File: config.mk
export PLATFORM = sky130hd
export DESIGN_NAME = board_ram_arbiter
export DESIGN_NICKNAME = d
export VERILOG_FILES = /design/src/rtl/board_pkg.sv /design/src/rtl/board_ram.sv /design/src/rtl/board_ram_arbiter.sv
export SDC_FILE = /design/constraint.sdc
export NUM_CORES = 2
export LEC_CHECK = 0
export CORE_MARGIN = 5
export CORE_UTILIZATION = 65
export DETAILED_ROUTE_END_ITERATION = 8
export HOLD_SLACK_MARGIN = 0.03
export PLACE_DENSITY_LB_ADDON = 0.05
export SETUP_SLACK_MARGIN = 0.02
export SYNTH_ARGS = -nofsm -noshare
export SYNTH_HDL_FRONTEND = slang
export SYNTH_SLANG_ARGS = --single-unit
export TNS_END_PERCENT = 50
File: constraint.sdc
create_clock -name clk -period 9.68 [get_ports clk]
set_input_delay 1.936 -clock clk [delete_from_list [all_inputs] [get_ports clk]]
set_output_delay 1.936 -clock clk [all_outputs]
set_load 0.02 [all_outputs]
File: src/rtl/board_pkg.sv
// Shared defaults, state/grant types and the cell-index helper for the board RAM arbiter.
package board_pkg;

    localparam int COLS_DEF = 10;
    localparam int ROWS_DEF = 20;
    localparam int CELLS = COLS_DEF * ROWS_DEF;
    localparam logic [7:0] BG_COLOR_DEF = 8'h00;

    typedef enum logic {
        IDLE  = 1'b0,
        CLEAR = 1'b1
    } board_state_e;

    typedef enum logic [1:0] {
        NONE = 2'd0,
        VGA  = 2'd1,
        PICO = 2'd2,
        CLR  = 2'd3
    } grant_e;

    // Ten-wide boards avoid a multiplier: r*10 = (r<<3)+(r<<1).
    function automatic logic [7:0] cell_index(input logic [7:0] row, input logic [7:0] col,
                                              input int cols);
        if (cols == 10)
            return (row << 3) + (row << 1) + col;
        else
            return row * 8'(cols) + col;
    endfunction

endpackage

File: src/rtl/board_ram.sv
// Single-port 256x8 board memory: synchronous write-first read, one-cycle latency.
module board_ram #(
    parameter int DATA_W = 8,
    parameter int ADDR_W = 8
) (
    input  logic              clk,
    input  logic              we,
    input  logic [ADDR_W-1:0] addr,
    input  logic [DATA_W-1:0] wdata,
    output logic [DATA_W-1:0] rdata
);

    logic [DATA_W-1:0] mem [2**ADDR_W];

    always_ff @(posedge clk) begin
        if (we) begin
            mem[addr] <= wdata;
            rdata     <= wdata;
        end else begin
            rdata <= mem[addr];
        end
    end

endmodule

File: src/rtl/board_ram_arbiter.sv
// Shares the board RAM between VGA cell fetches, PicoBlaze accesses and an optional clear sweep.
// Define BOARD_CLEAR_EN to build the CLEAR state, sweep counter and clear_done pulse.
module board_ram_arbiter
    import board_pkg::*;
#(
    parameter int         COLS     = COLS_DEF,
    parameter int         ROWS     = ROWS_DEF,
    parameter int         X0       = 15,
    parameter int         Y0       = 5,
    parameter logic [7:0] BG_COLOR = BG_COLOR_DEF,
    parameter int         MAX_WAIT = 4
) (
    input  logic       clk,
    input  logic       rst,
    input  logic       ptick,
    input  logic [5:0] x_div,
    input  logic [5:0] y_div,
    output logic [7:0] vga_out,
    input  logic       pico_req,
    input  logic       pico_we,
    input  logic [7:0] pico_addr,
    input  logic [7:0] pico_data_in,
    output logic [7:0] pico_data_out,
    output logic       pico_ack,
    output logic       pico_busy,
    input  logic       clear_req,
    output logic       clear_done
);

    localparam logic [7:0] X_LO     = 8'(X0);
    localparam logic [7:0] X_HI     = 8'(X0 + COLS);
    localparam logic [7:0] Y_LO     = 8'(Y0);
    localparam logic [7:0] Y_HI     = 8'(Y0 + ROWS);
    localparam logic [8:0] CELLS_N  = 9'(COLS * ROWS);
    localparam logic [7:0] WAIT_MAX = 8'(MAX_WAIT);

    logic [7:0] x_ext, y_ext, vga_addr;
    logic       in_win, vga_fetch, vga_bg;
    logic       pend_vld, pend_we, pend_oob;
    logic [7:0] pend_addr, pend_data, wait_cnt;
    logic       clearing, pico_accept, override;
    grant_e     grant;
    logic       ram_we;
    logic [7:0] ram_addr, ram_wdata, ram_rdata;
    logic       vga_sel_p1, pdo_sel_p1, ack_p1;
    logic [7:0] vga_hold, pdo_hold;

    assign x_ext     = {2'b00, x_div};
    assign y_ext     = {2'b00, y_div};
    assign in_win    = (x_ext >= X_LO) && (x_ext < X_HI) && (y_ext >= Y_LO) && (y_ext < Y_HI);
    assign vga_fetch = ptick & in_win;
    assign vga_bg    = ptick & ~in_win;
    assign vga_addr  = cell_index(y_ext - Y_LO, x_ext - X_LO, COLS);

    assign pend_oob    = {1'b0, pend_addr} >= CELLS_N;
    assign pico_busy   = pend_vld | clearing;
    assign pico_accept = pico_req & ~pico_busy;
    assign override    = pend_vld && (wait_cnt == WAIT_MAX);

`ifdef BOARD_CLEAR_EN
    board_state_e state;
    logic [7:0]   cnt;
    logic         done_p1, cnt_last, clear_accept;

    assign clearing     = (state == CLEAR);
    assign cnt_last     = ({1'b0, cnt} == (CELLS_N - 9'd1));
    assign clear_accept = clear_req & ~pico_busy & ~pico_req;
    assign clear_done   = done_p1;

    always_ff @(posedge clk) begin
        if (rst) begin
            state   <= IDLE;
            cnt     <= 8'd0;
            done_p1 <= 1'b0;
        end else begin
            done_p1 <= 1'b0;
            case (state)
                IDLE: if (clear_accept) begin
                    state <= CLEAR;
                    cnt   <= 8'd0;
                end
                CLEAR: if (grant == CLR) begin
                    if (cnt_last) begin
                        state   <= IDLE;
                        cnt     <= 8'd0;
                        done_p1 <= 1'b1;
                    end else begin
                        cnt <= cnt + 8'd1;
                    end
                end
                default: state <= IDLE;
            endcase
        end
    end
`else
    logic unused_clear_req;
    assign unused_clear_req = clear_req;
    assign clearing         = 1'b0;
    assign clear_done       = 1'b0;
`endif

    // Reset blocks grants so an abandoned sweep or write never lands in the RAM.
    always_comb begin
        grant = NONE;
        if (rst)
            grant = NONE;
        else if (override)
            grant = PICO;
        else if (vga_fetch)
            grant = VGA;
        else if (pend_vld)
            grant = PICO;
        else if (clearing)
            grant = CLR;
    end

    always_comb begin
        ram_we    = 1'b0;
        ram_addr  = vga_addr;
        ram_wdata = pend_data;
        case (grant)
            PICO: begin
                ram_addr = pend_addr;
                ram_we   = pend_we & ~pend_oob;
            end
`ifdef BOARD_CLEAR_EN
            CLR: begin
                ram_addr  = cnt;
                ram_wdata = 8'h00;
                ram_we    = 1'b1;
            end
`endif
            default: ;
        endcase
    end

    board_ram #(.DATA_W(8), .ADDR_W(8)) u_ram (
        .clk   (clk),
        .we    (ram_we),
        .addr  (ram_addr),
        .wdata (ram_wdata),
        .rdata (ram_rdata)
    );

    always_ff @(posedge clk) begin
        if (rst) begin
            pend_vld <= 1'b0;
            wait_cnt <= 8'd0;
        end else if (grant == PICO) begin
            pend_vld <= 1'b0;
            wait_cnt <= 8'd0;
        end else if (pend_vld) begin
            wait_cnt <= wait_cnt + 8'd1;
        end else if (pico_accept) begin
            pend_vld <= 1'b1;
            wait_cnt <= 8'd0;
        end
    end

    always_ff @(posedge clk) begin
        if (pico_accept) begin
            pend_we   <= pico_we;
            pend_addr <= pico_addr;
            pend_data <= pico_data_in;
        end
    end

    // Stage p1: RAM read data appears; outputs select it or hold their last value.
    always_ff @(posedge clk) begin
        if (rst) begin
            vga_sel_p1 <= 1'b0;
            pdo_sel_p1 <= 1'b0;
            ack_p1     <= 1'b0;
            vga_hold   <= BG_COLOR;
            pdo_hold   <= 8'h00;
        end else begin
            vga_sel_p1 <= (grant == VGA);
            pdo_sel_p1 <= (grant == PICO) && !pend_we && !pend_oob;
            ack_p1     <= (grant == PICO);
            vga_hold   <= vga_bg ? BG_COLOR : vga_out;
            pdo_hold   <= ((grant == PICO) && !pend_we && pend_oob) ? 8'h00 : pico_data_out;
        end
    end

    assign vga_out       = vga_sel_p1 ? ram_rdata : vga_hold;
    assign pico_data_out = pdo_sel_p1 ? ram_rdata : pdo_hold;
    assign pico_ack      = ack_p1;

endmodule
==> impl_metrics.env <==
export IMPL_pre_cts_ws_ns=2.26
export IMPL_crit_path_max_fanout=95
export IMPL_fp_dieArea_mm2=0.135
export IMPL_cts_buffer_depth=3
export IMPL_critPathLaunchType="flop"
export IMPL_die_height_um=367
export IMPL_root_cell_of_the_clock_tree="clkbuf_16"
export IMPL_synthMuxAreaShare_pct=14.1
export IMPL_synth_top_family_by_area="multiplexers"
export IMPL_clkTransAtPathRegs_ns=0.06
export IMPL_class_of_the_tightest_hold_or_removal_check="reg -> reg"
export IMPL_yosys_top_cells_area="edfxtp_1, mux4_2, mux2i_1"
export IMPL_worstPathArrival_ns=5.93
export IMPL_antenna_found_initial=5
export IMPL_syn_area_mm2=0.0829
export IMPL_area_growth_synth_to_final_pct=12.0
export IMPL_clock_sink_count=2101
export IMPL_tritoncts_clock_tree="built"
export IMPL_xor_xnor_share_of_the_synthesized_area_pct=0.168
export IMPL_end_kind="output port"
export IMPL_multi_input_area_mm2=0.0203
export IMPL_maxCapViolCount=1
export IMPL_route_vias_total=41800
export IMPL_syn_inst=4261
export IMPL_area_sequential_mm2=0.0627
export IMPL_outcome="complete, but fails checks"
export IMPL_initial_core_util_pct=65.1
export IMPL_fmax_ghz=0.127
export IMPL_number_of_enable_type_register_cells_in_the_synthesized_netlist=2065
export IMPL_layout_core_utilization_pct=73.0
export IMPL_violations_in_the_final_reports="capacitance limit"
export IMPL_synth_compound_area_share_pct=3.93
export IMPL_layout_cells_most_common="edfxtp_1"
export IMPL_timing_final_crit_period_ns=7.87
export IMPL_synth_seq_area_share_pct=75.7
export IMPL_layout_worst_path_cycle_share_pct=81.3
export IMPL_gpl_final_weighted_congestion=0.889
export IMPL_post_synth_top_area_cell="edfxtp_1"
export IMPL_reg2reg_setup_slack_ns=4.68
export IMPL_post_route_cells_drive_above_1_share_pct=15.9
export IMPL_drt_first_pass_iters=6
export IMPL_reg2reg_from="pico_busy"
export IMPL_final_area_mm2=0.0928
export IMPL_first_pass_grt_wire_length_um=275000
export IMPL_power_leakage_uw=0.0308
export IMPL_cts_resized_gates=0
export IMPL_rsz0062_at_grt="false"
export IMPL_grt_usage_pct=28.0
export IMPL_worst_r2r_endpoint="u_ram.mem[136][0]"
export IMPL_timing_worst_setup_path_type="reg -> out"
export IMPL_clk_latency_ns=0.81
export IMPL_std_cell_rows=131
export IMPL_drt_first_iter_violations=4753
export IMPL_number_of_setup_buffers_added_after_cts=0
export IMPL_tritoncts_buffer_count=200
export IMPL_synth_adder_area_share_pct=0.317
export IMPL_postSynthRegisterBits=2101
export IMPL_r2r_worst_path_cells=8
export IMPL_ctsHoldBuffers=0
export IMPL_ir_worst_vdd_mv=0.216
export IMPL_routed_wl_um=187000
export IMPL_htree_num_levels=4
export IMPL_syn_area_per_cell_um2=19.4
export IMPL_place_hpwl_um=112000
export IMPL_first_global_vias=42100
export IMPL_gr_total_overflow=0
export IMPL_post_synth_and_or_nand_nor_area_fraction_pct=3.86
export IMPL_i_o_pin_cnt=53
export IMPL_drcViolationCount=0
export IMPL_place_area_mm2=0.0867
export IMPL_final_nets=4865
export IMPL_fin_hold_ws_ns=0.490
export IMPL_finalSetupViolations=0
export IMPL_worst_pin_slew_ns=1.47
export IMPL_n_fill_cell=7639
export IMPL_routed_via_density=6.30
export IMPL_grt_max_degree=209
export IMPL_async_flop_share_pct=0
export IMPL_power_density_mw_per_mm2=231
export IMPL_maxSlewViolCount=0
export IMPL_synthDominantCellAreaShare_pct=74.8
export IMPL_ys_warnings_count=0
export IMPL_unique_cell_type_count_in_the_yosys_netlist=87
export IMPL_numPortBuffers=50
export IMPL_synth_main_ff_cell="edfxtp_1"
export IMPL_routed_wire_length_per_instance_um=28.2
export IMPL_postLayoutSetupSlackWorst_ns=1.81
export IMPL_final_cell_mix="edfxtp_1, conb_1, mux2i_1"
export IMPL_finalSetupTns_ns=0
export IMPL_chip_width_um=367
export IMPL_critical_path_endpoint="vga_out[7]"
export IMPL_slew_limit_headroom_pct=0.841
export IMPL_crit_required_ns=7.74
export IMPL_hold_path_cell_count=2
export IMPL_final_hold_violation_count=0
export IMPL_finClkSkew_ns=0.0227
export IMPL_route_antenna_remaining_nets=0
export IMPL_design_core_area_mm2=0.127
critical path: stages (launching register included):
cell and delay [ns]:
dfxtp_4 0.86, buf_12 0.47, mux4_2 0.35, mux2i_1 0.11, nand3_1 0.13, nand2_1 0.11
o41ai_1 1.19, o311ai_2 0.61, o21ai_0 0.46, clkdlybuf4s50_1 0.67
stage by stage:
stage | std cells | total power (uW)
after global routing | 6632 | 22100
after CTS | 6632 | 21500
after detailed placement | 6273 | 14300
after floorplan | 4709 | 12800
after global placement | 6273 | 14200
final | 6642 | 21500
synth_stat cells, drive strengths merged (25+ instances only):
cell and count:
a31oi 26, mux4 350, nand2b 25, o211ai 26
a22oi 141, o22ai 44, dfxtp 36, nand3 112
edfxtp 2065, o21ai 30, buf 183, mux2i 374
nand2 160, clkbuf 66, nor2b 26, nor3 49
nor2 226, a21oi 84
routing by layer:
layer	part of all wire [%]	wire length, um	up-vias	global-route usage [%]
met3	9.0	16900	360	6.42
met5	0	0	-	0
li1	-	-	18100	-
met4	4.2	7930	0	11.2
met1	39	72200	21500	38.8
met2	48	90100	1922	44.3
sequential cells by signal, indices dropped and copies added (netlist names), named ones only:
name,flops
u_ram.mem,2048
pdo_hold,8
pend_addr,8
pend_data,8
vga_hold,8
wait_cnt,8
pdo_sel_p1,1
pend_we,1
pico_ack,1
pico_busy,1
vga_sel_p1,1
power by group:
group | total [uW] | switching [uW] | internal, uW
registers | 10300 | 170 | 10200
clock network | 7340 | 3190 | 4150
logic | 3780 | 2580 | 1210
total | 21500 | 5940 | 15500
worst min path at each step:
stage	start	to	slack (ns)
after floorplan	pend_we	pdo_sel_p1	0.42
after global routing	vga_hold[7]	vga_hold[7]	0.51
after CTS	vga_hold[7]	vga_hold[7]	0.49
after global placement	wait_cnt[2]	wait_cnt[2]	0.47
final	pdo_hold[1]	pdo_hold[1]	0.49
after detailed placement	pdo_hold[1]	pdo_hold[1]	0.48
area by class of cell:
class | instances | area share [%]
Antenna cell | 10 | 0.0270
Clock buffer | 249 | 5.73
Clock inverter | 110 | 0.840
Inverter | 28 | 0.116
Multi-Input combinational cell | 2331 | 21.9
Sequential cell | 2101 | 67.6
Tap cell | 1662 | 2.24
Timing Repair Buffer | 151 | 1.55
logic make-up (layout without fill, tap and decap cells):
group / Yosys count / in the layout
buf+inv: 277 / 538
mux: 731 / 731
compound gates: 450 / 450
fa+ha+maj: 18 / 18
other cells: 1 / 459
xor+xnor: 15 / 15
flops: 2101 / 2101
simple gates: 668 / 668
(Power assumes the default switching activity.)
